===== config.mk =====
export PLATFORM = sky130hd
export DESIGN_NAME = demux1_8_seq_driver
export DESIGN_NICKNAME = d
export VERILOG_FILES = /design/src/rtl/demux_seq_pkg.sv /design/src/rtl/demux_hold_timer.sv /design/src/rtl/demux1_8_seq_driver.sv
export SDC_FILE = /design/constraint.sdc
export NUM_CORES = 1
export LEC_CHECK = 0
export CORE_MARGIN = 2
export CORE_UTILIZATION = 47
export DETAILED_ROUTE_END_ITERATION = 6
export MAX_ROUTING_LAYER = met4
export PLACE_DENSITY = 0.72
export RECOVER_POWER = 50
export REMOVE_ABC_BUFFERS = 1
export SYNTH_ARGS = -nofsm -noshare
export SYNTH_HDL_FRONTEND = slang
export SYNTH_SLANG_ARGS = --single-unit

===== constraint.sdc =====
create_clock -name clk -period 2.4 [get_ports clk]
set_input_delay 0.24 -clock clk [delete_from_list [all_inputs] [get_ports clk]]
set_output_delay 0.24 -clock clk [all_outputs]
set_load 0.02 [all_outputs]

===== src/rtl/demux_seq_pkg.sv =====
// demux_seq_pkg: shared constants and FSM encoding for the 1:8 demux sequencer.
package demux_seq_pkg;
   localparam int NUM_CH = 8;
   localparam int SEL_W = 3;
   localparam int HOLD_MAX = 16;
   typedef enum logic [1:0] {
      ST_IDLE = 2'd0,
      ST_SEND = 2'd1,
      ST_DONE = 2'd2
   } state_t;
endpackage


===== src/rtl/demux_hold_timer.sv =====
// demux_hold_timer: counts cycles a channel is held; last marks the final hold cycle.
module demux_hold_timer
   import demux_seq_pkg::*;
#(
   parameter int HOLD_CYCLES = 1
) (
   input  logic clk,
   input  logic rst,
   input  logic en,
   output logic last
);
   localparam int CW = $clog2(HOLD_CYCLES + 1);
   localparam logic [CW-1:0] LAST_CNT = CW'(HOLD_CYCLES - 1);
   if (HOLD_CYCLES < 1 || HOLD_CYCLES > HOLD_MAX) begin : g_bad_hold
      $error("demux_hold_timer: HOLD_CYCLES must be 1..16");
   end
   logic [CW-1:0] cnt;
   assign last = en && (cnt == LAST_CNT);
   // Cleared while idle, so every channel starts its hold from zero.
   always_ff @(posedge clk) begin
      if (rst || !en || last) cnt <= '0;
      else cnt <= cnt + 1'b1;
   end
endmodule


===== src/rtl/demux1_8_seq_driver.sv =====
// demux1_8_seq_driver: serialises an accepted byte onto demux select/data lines,
// one channel per HOLD_CYCLES, followed by a one-cycle done pulse.
module demux1_8_seq_driver
   import demux_seq_pkg::*;
#(
   parameter int HOLD_CYCLES = 1
) (
   input  logic       clk,
   input  logic       rst,
   input  logic [7:0] din,
   input  logic       din_valid,
   output logic       din_ready,
   output logic       S3,
   output logic       S2,
   output logic       S1,
   output logic       A,
   output logic       strobe,
   output logic       busy,
   output logic       done
);
   state_t state, state_n;
   logic [SEL_W-1:0] idx, idx_n;
   logic [NUM_CH-1:0] data, data_n;
   logic last;
   demux_hold_timer #(.HOLD_CYCLES(HOLD_CYCLES)) u_timer (
      .clk  (clk),
      .rst  (rst),
      .en   (state == ST_SEND),
      .last (last)
   );
   always_comb begin
      state_n = state;
      idx_n = idx;
      data_n = data;
      case (state)
         ST_IDLE: if (din_valid) begin
            data_n = din;
            idx_n = '0;
            state_n = ST_SEND;
         end
         ST_SEND: if (last) begin
            if (idx == SEL_W'(NUM_CH - 1)) state_n = ST_DONE;
            else idx_n = idx + 1'b1;
         end
         default: state_n = ST_IDLE;
      endcase
   end
   // Outputs are decoded from next-state values so they register alongside the state.
   always_ff @(posedge clk) begin
      if (rst) begin
         state <= ST_IDLE;
         idx <= '0;
         data <= '0;
         din_ready <= 1'b1;
         {S3, S2, S1} <= '0;
         A <= 1'b0;
         strobe <= 1'b0;
         busy <= 1'b0;
         done <= 1'b0;
      end else begin
         state <= state_n;
         idx <= idx_n;
         data <= data_n;
         din_ready <= state_n == ST_IDLE;
         {S3, S2, S1} <= state_n == ST_SEND ? idx_n : '0;
         A <= state_n == ST_SEND && data_n[idx_n];
         strobe <= state_n == ST_SEND;
         busy <= state_n != ST_IDLE;
         done <= state_n == ST_DONE;
      end
   end
endmodule


==> metrics.yaml, run 1 <==
run_status:
  status: "finished, final reports clean"
timing:
  hold_ws_ns: 0.464
  tns_ns: 0
  setup_ws_ns: 0.346
  finalHoldViolCount: 0
  drv_slew: 0
  rsz0062_at_grt: "no"
  fin_crit_sh_pct: 85.6
  final.setup_skew_ns: 0.00244
  fin_crit_ns: 2.05
  max_freq_mhz: 487
  setup_viol: 0
layout:
  nNetsFinal: 126
  final_common_cell: "dfxtp_1"
  final_cell_mix: "dfxtp_1 (22), clkdlybuf4s50_1 (18), nand2_1 (15)"
  syn2layout_area_growth_pct: 27.4
  drive_above_1_share_pct: 10.6
  fin_util_pct: 64.1
  diodes: 0
routing:
  antenna_left: 0
  wl_per_cell_um: 11.6
  drt-vias-per-instance: 5.04
  firstDrtPassIters: 4
  met1_length_um: 706
  drtIter0Drc: 6
  maxUsedRoutingLayer: "met4"
  wl_met3_um: 63
  drc: 0
  wl_met2_um: 779
  wirelength_um: 1590
  vias: 695
power:
  comb_power_share_pct: 14.0
  leakage_nw: 0.455
  p_switching_uw: 164
  switching_share_pct: 23.8
  sequentialPowerShare_pct: 57.0
  p_clk_share_pct: 29.0
  pwr_density_cell_nw_per_um2: 622
  p_int_uw: 524
  p_total_uw: 688
  irDropWorstVdd_mv: 0.301
clocking:
  cts_tree: "built"
  cts_hold_buf: 0
  postCtsSetupRepairBufs: 0
  htree_levels: 1
  cts-buffers-inserted: 3
  path_clk_slew_ns: 0.11
  worstSkewPairLatency_ns: 0.31
  cts.repair.resized: 0
  clk_path_buf_depth: 2
  cts-root-buf: "clkbuf_4"
  numClockSinks: 22
synth:
  syn_inst: 92
  async_flop_share_pct: 0
  synth_area_um2: 868
  ys_warn_count: 0
  seq_area_frac_synth_pct: 50.7
  synth_top_family_by_area: "simple AND/OR/NAND/NOR gates"
  synth-compound-area-share_pct: 14.7
  synth_cell_type_count: 29
  synth_edf_count: 0
  synth_mux_area_share_pct: 7.64
  synthXorXnorAreaFrac_pct: 1.01
  synthAdderAreaFrac_pct: 1.44
  ys_seq_elements: 22
  syn_area_per_cell_um2: 9.44
  synthSimpleGateAreaFrac_pct: 20.2
  synth-main-ff-cell: "dfxtp_1"
job:
  cap_violations: 0
place:
  pre_cts_ws_ns: 0.184
  place_congestion: 0.839
  io_buffers: 18
  hpwl_um: 1220
global_route:
  grt_pass1_vias: 601
  grt_usage_pct: 18.3
  antenna_found_initial: 0
  grt_pass1_wl_um: 2650
  grt_max_degree: 14
  overflow: 0
setup_path:
  cpPeakStageDelay_ns: 0.49
  required_ns: 2.66
  start_kind: "register"
  path_cells: "ha_1 -> nand2_1 -> nand3_2 -> xor2_1 -> mux2_2 -> mux2i_1 -> a22o_1"
  worstSetupPathType: "reg -> reg"
  crit_buf_inv: 0
  endpoint_kind: "register"
  crit_arrival_ns: 2.31
  critPathSlowestCell: "dfxtp_1"
  worstPathMaxFanout: 6
  r2r_slack_ns: 0.35
  critPathTopFamily: "multiplexers"
die:
  die_h_um: 47.0
  start_util_pct: 50.3
  io_pins: 19
  num_rows: 15
  die_w_um: 47.0
  die_area_um2: 2210
  core_um2: 1730
min_path:
  min_path_type: "reg -> reg"
-- flip-flops by register name, indices dropped and copies added (netlist names) --
signal       cells
data             8
idx              3
state            2
A                1
S1               1
S2               1
S3               1
busy             1
din_ready        1
done             1
strobe           1
u_timer.cnt      1
-- per-stage QoR --
stage                     instance area (um2)  cells
after floorplan                           850     89
after global placement                   1080    134
after detailed placement                 1080    134
after CTS                                1110    138
after global routing                     1110    138
final                                    1110    138
-- cells in the mapped netlist, types with 2 or more instances --
cell | instances | area (um2)
clkbuf_1 | 2 | 7.51
a32o_1 | 3 | 30.0
nor4_1 | 2 | 12.5
a21oi_1 | 8 | 40.0
mux2i_1 | 4 | 40.0
dfxtp_1 | 22 | 440
nand2_1 | 14 | 52.6
nor2_1 | 11 | 41.3
inv_1 | 4 | 15.0
nand2b_1 | 3 | 18.8
-- power by group through the flow --
stage	registers (mW)	logic, mW	clock network, mW
detailed placement	0.401	0.0976	0
floorplan	0.405	0.0474	0
finish	0.392	0.0962	0.200
CTS	0.392	0.0980	0.206
global route	0.395	0.107	0.220
global placement	0.400	0.0963	0
-- final cells by class --
type / count / area (um2)
fillers: 181 / 621
clock buffers: 4 / 36.3
inverters: 4 / 15.0
flip-flops and latches: 22 / 440
multi-input cells: 63 / 392
repair buffers: 20 / 191
well taps: 25 / 31.3
-- cells by family after synthesis --
kind of cell             after synthesis
adder cells (fa/ha/maj)                1
other                                  1
buffers and inverters                  7
XOR/XNOR                               1
AND/OR/NAND/NOR                       36
AO/OA/AOI/OAI                         18
multiplexers                           6
flip-flops                            22
-- routing by layer --
layer | track usage (%) | vias to the layer above
met5 | - | -
met4 | 10.0 | 0
met1 | 21.6 | 315
li1 | - | 357
met2 | 29.0 | 18
met3 | 3.46 | 5
-- worst paths after layout --
check	from	to	cells after the start
min	data[4]	data[4]	2
min reg2reg	data[4]	data[4]	2
max reg2reg	idx[0]	A	7
max	idx[0]	A	7
-- worst register-to-register path, cell delays in order (launching register included) --
cell and delay (ns):
dfxtp_1 0.49, ha_1 0.22, nand2_1 0.16, nand3_2 0.17
xor2_1 0.31, mux2_2 0.37, mux2i_1 0.13, a22o_1 0.15
No activity file was read; power rests on OpenSTA's default activity.
==> inputs of run 2 (changes only) <==
Settings changed: CORE_UTILIZATION 47 to 48, SYNTH_HIERARCHICAL from default to 1.
==> run 2 against run 1 <==
Against the previous run:
- global-route usage is 1.9 points higher
- non-clock buffer count stayed put
- sequential share of layout area is 2.5 points lower
- highest routed layer unchanged
- design area is 6.7% higher
- first-iteration DRC count is 100% higher
- clock-buffer cell count is 1 lower
- largest power group unchanged
- critical path type unchanged
==> metrics.yaml, run 2 <==
layout:
  diodes: 0  # unchanged
  final_cell_area_um2: 1180  # was 1110 um2
  stdcell_count: 149  # was 138
  reg_top3: "data (8), idx (3), state (2)"  # unchanged
  nNetsFinal: 137  # was 126
  largest_register_ffs: 8  # unchanged
  syn2layout_area_growth_pct: 26.9  # was 27.4%
  fin_util_pct: 66.2  # was 64.1%
  final_common_cell: "dfxtp_1"  # unchanged
  drive_above_1_share_pct: 8.87  # was 10.6%
  final_cell_mix: "dfxtp_1 (22), nand2_1 (18), clkdlybuf4s50_1 (16)"  # was dfxtp_1 (22), clkdlybuf4s50_1 (18), nand2_1 (15)
  top_register: "data"  # unchanged
routing:
  vias: 792  # was 695
  drtIter0Drc: 12  # was 6
  antenna_left: 0  # unchanged
  wl_per_cell_um: 12.8  # was 11.6 um
  wirelength_um: 1900  # was 1590 um
  drc: 0  # unchanged
  firstDrtPassIters: 4  # unchanged
  drt-vias-per-instance: 5.32  # was 5.04
clocking:
  worstSkewPairLatency_ns: 0.30  # was 0.31 ns
  htree_levels: 1  # unchanged
  path_clk_slew_ns: 0.13  # was 0.11 ns
  postCtsSetupRepairBufs: 0  # unchanged
  clk_path_buf_depth: 2  # unchanged
  cts_tree: "built"  # unchanged
  numClockSinks: 22  # unchanged
  cts.repair.resized: 0  # unchanged
  cts-root-buf: "clkbuf_4"  # unchanged
  cts-buffers-inserted: 3  # unchanged
  cts_hold_buf: 0  # unchanged
timing:
  max_freq_mhz: 465  # was 487 MHz
  final.setup_skew_ns: 0.00323  # was 0.00244 ns
  drv_slew: 0  # unchanged
  setup_ws_ns: 0.249  # was 0.346 ns
  hold_ws_ns: 0.470  # was 0.464 ns
  finalHoldViolCount: 0  # unchanged
  fin_crit_sh_pct: 89.6  # was 85.6%
  setup_viol: 0  # unchanged
  tns_ns: 0  # unchanged
  rsz0062_at_grt: "no"  # unchanged
  max_slew.worst_pin.slew_ns: 0.608
  fin_crit_ns: 2.15  # was 2.05 ns
  slew_headroom_pct: 59.4
synth:
  synth_area_um2: 930  # was 868 um2
  yosysTopAreaCellShare_pct: 47.4  # was 50.7%
  synth-main-ff-cell: "dfxtp_1"  # unchanged
  syn_area_per_cell_um2: 9.03  # was 9.44 um2
  synth.most_common_cell: "dfxtp_1"  # unchanged
  synth_edf_count: 0  # unchanged
  async_flop_share_pct: 0  # unchanged
  synth_cell_type_count: 34  # was 29
  syn_inst: 103  # was 92
  yosys-top-cells-count: "dfxtp_1 (22), nand2_1 (18), a21oi_1 (8), nor2_1 (8), nor3_1 (5)"  # was dfxtp_1 (22), nand2_1 (14), nor2_1 (11)
  synth.area.top_cells: "dfxtp_1 (47%), nand2_1 (7.3%), a21oi_1 (4.3%), o221ai_1 (3.8%), nor2_1 (3.2%)"  # was dfxtp_1 (51%), nand2_1 (6.1%), nor2_1 (4.8%), a21oi_1 (4.6%), mux2i_1 (4.6%)
  synth_top_area_cell: "dfxtp_1"  # unchanged
  seq_area_frac_synth_pct: 47.4  # was 50.7%
  ys_seq_elements: 22  # unchanged
  ys_warn_count: 6  # was 0
run_status:
  status: "finished, final reports clean"  # unchanged
place:
  place_congestion: 0.788  # was 0.839
  pre_cts_ws_ns: 0.309  # was 0.184 ns
  hpwl_um: 1380  # was 1220 um
  io_buffers: 18  # unchanged
  post-place-cells: 145  # was 134
  placed_cell_area_um2: 1130  # was 1080 um2
die:
  num_rows: 15  # unchanged
  start_util_pct: 52.1  # was 50.3%
  die_h_um: 48.0  # was 47.0 um
  core_um2: 1780  # was 1730 um2
  die_w_um: 48.0  # was 47.0 um
  die_area_um2: 2300  # was 2210 um2
  io_pins: 19  # unchanged
min_path:
  worstHoldStart: "din[1]"  # was data[4]
  min_path_type: "in -> reg"  # was reg -> reg
global_route:
  antenna_found_initial: 0  # unchanged
  grt_pass1_wl_um: 3050  # was 2650 um
  grt_max_degree: 15  # was 14
  grt_pass1_vias: 736  # was 601
  grt_usage_pct: 20.1  # was 18.3%
  overflow: 0  # unchanged
setup_path:
  cpPeakStageDelay_ns: 0.54  # was 0.49 ns
  r2r-start: "idx[0]"  # unchanged
  start_kind: "register"  # unchanged
  crit_start: "idx[0]"  # unchanged
  crit_arrival_ns: 2.35  # was 2.31 ns
  worstPathMaxFanout: 10  # was 6
  required_ns: 2.60  # was 2.66 ns
  endpoint_kind: "register"  # unchanged
  worstSetupPathType: "reg -> reg"  # unchanged
  path_cells: "ha_1 -> and2_0 -> nand3_1 -> nand2_1 -> nor2_1 -> o32a_2"  # was ha_1 -> nand2_1 -> nand3_2 -> xor2_1 -> mux2_2 -> mux2i_1 -> a22o_1
  critPathSlowestCell: "dfxtp_1"  # unchanged
power:
  pwr_density_cell_nw_per_um2: 643  # was 622 nW/um2
  irDropWorstVdd_mv: 0.369  # was 0.301 mV
  leakage_nw: 0.476  # was 0.455 nW
  p_total_uw: 759  # was 688 uW
job:
  cap_violations: 0  # unchanged
## run 2: worst paths after layout
check | end | slack (ns) | cells past startpoint
worst max-delay path | A | 0.25 | 6
worst min-delay path | data[1] | 0.47 | 3
worst max register to register | A | 0.25 | 6
worst min register to register | data[7] | 0.47 | 2
## run 2: final cells by class
cell class / count / area, um2
Multi-Input combinational cell: 75 / 453
Clock inverter: 1 / 30.0
Clock buffer: 3 / 22.5
Timing Repair Buffer: 20 / 191
Sequential cell: 22 / 440
Inverter: 3 / 11.3
Fill cell: 159 / 603
Tap cell: 25 / 31.3
## run 2: cells by family after synthesis
group,after synthesis,synth area share (%)
AO/OA/AOI/OAI,24,19.2
other,1,0.403
buffers and inverters,6,3.63
flip-flops,22,47.4
adder cells (fa/ha/maj),1,1.35
multiplexers,1,1.08
AND/OR/NAND/NOR,48,26.9
## run 2: routing by layer
metal	vias up	global-route usage (%)	part of all wire, %
li1	401	-	-
met4	0	12.4	2.4
met1	355	23.4	44
met3	7	4.15	4.3
met5	-	-	0
met2	29	31.5	49
## run 2: power breakdown
group	internal, mW	switching, mW	leakage (nW)
combinational	0.0444	0.0439	0.268
sequential	0.380	0.00897	0.180
clock	0.169	0.113	0.0279
## run 2: critical path, delay by kind of cell, from the launching register on
family,cells,cell delay [ns]
fa+ha+maj,1,0.29
simple gates,4,0.84
compound gates,1,0.39
flops,1,0.54
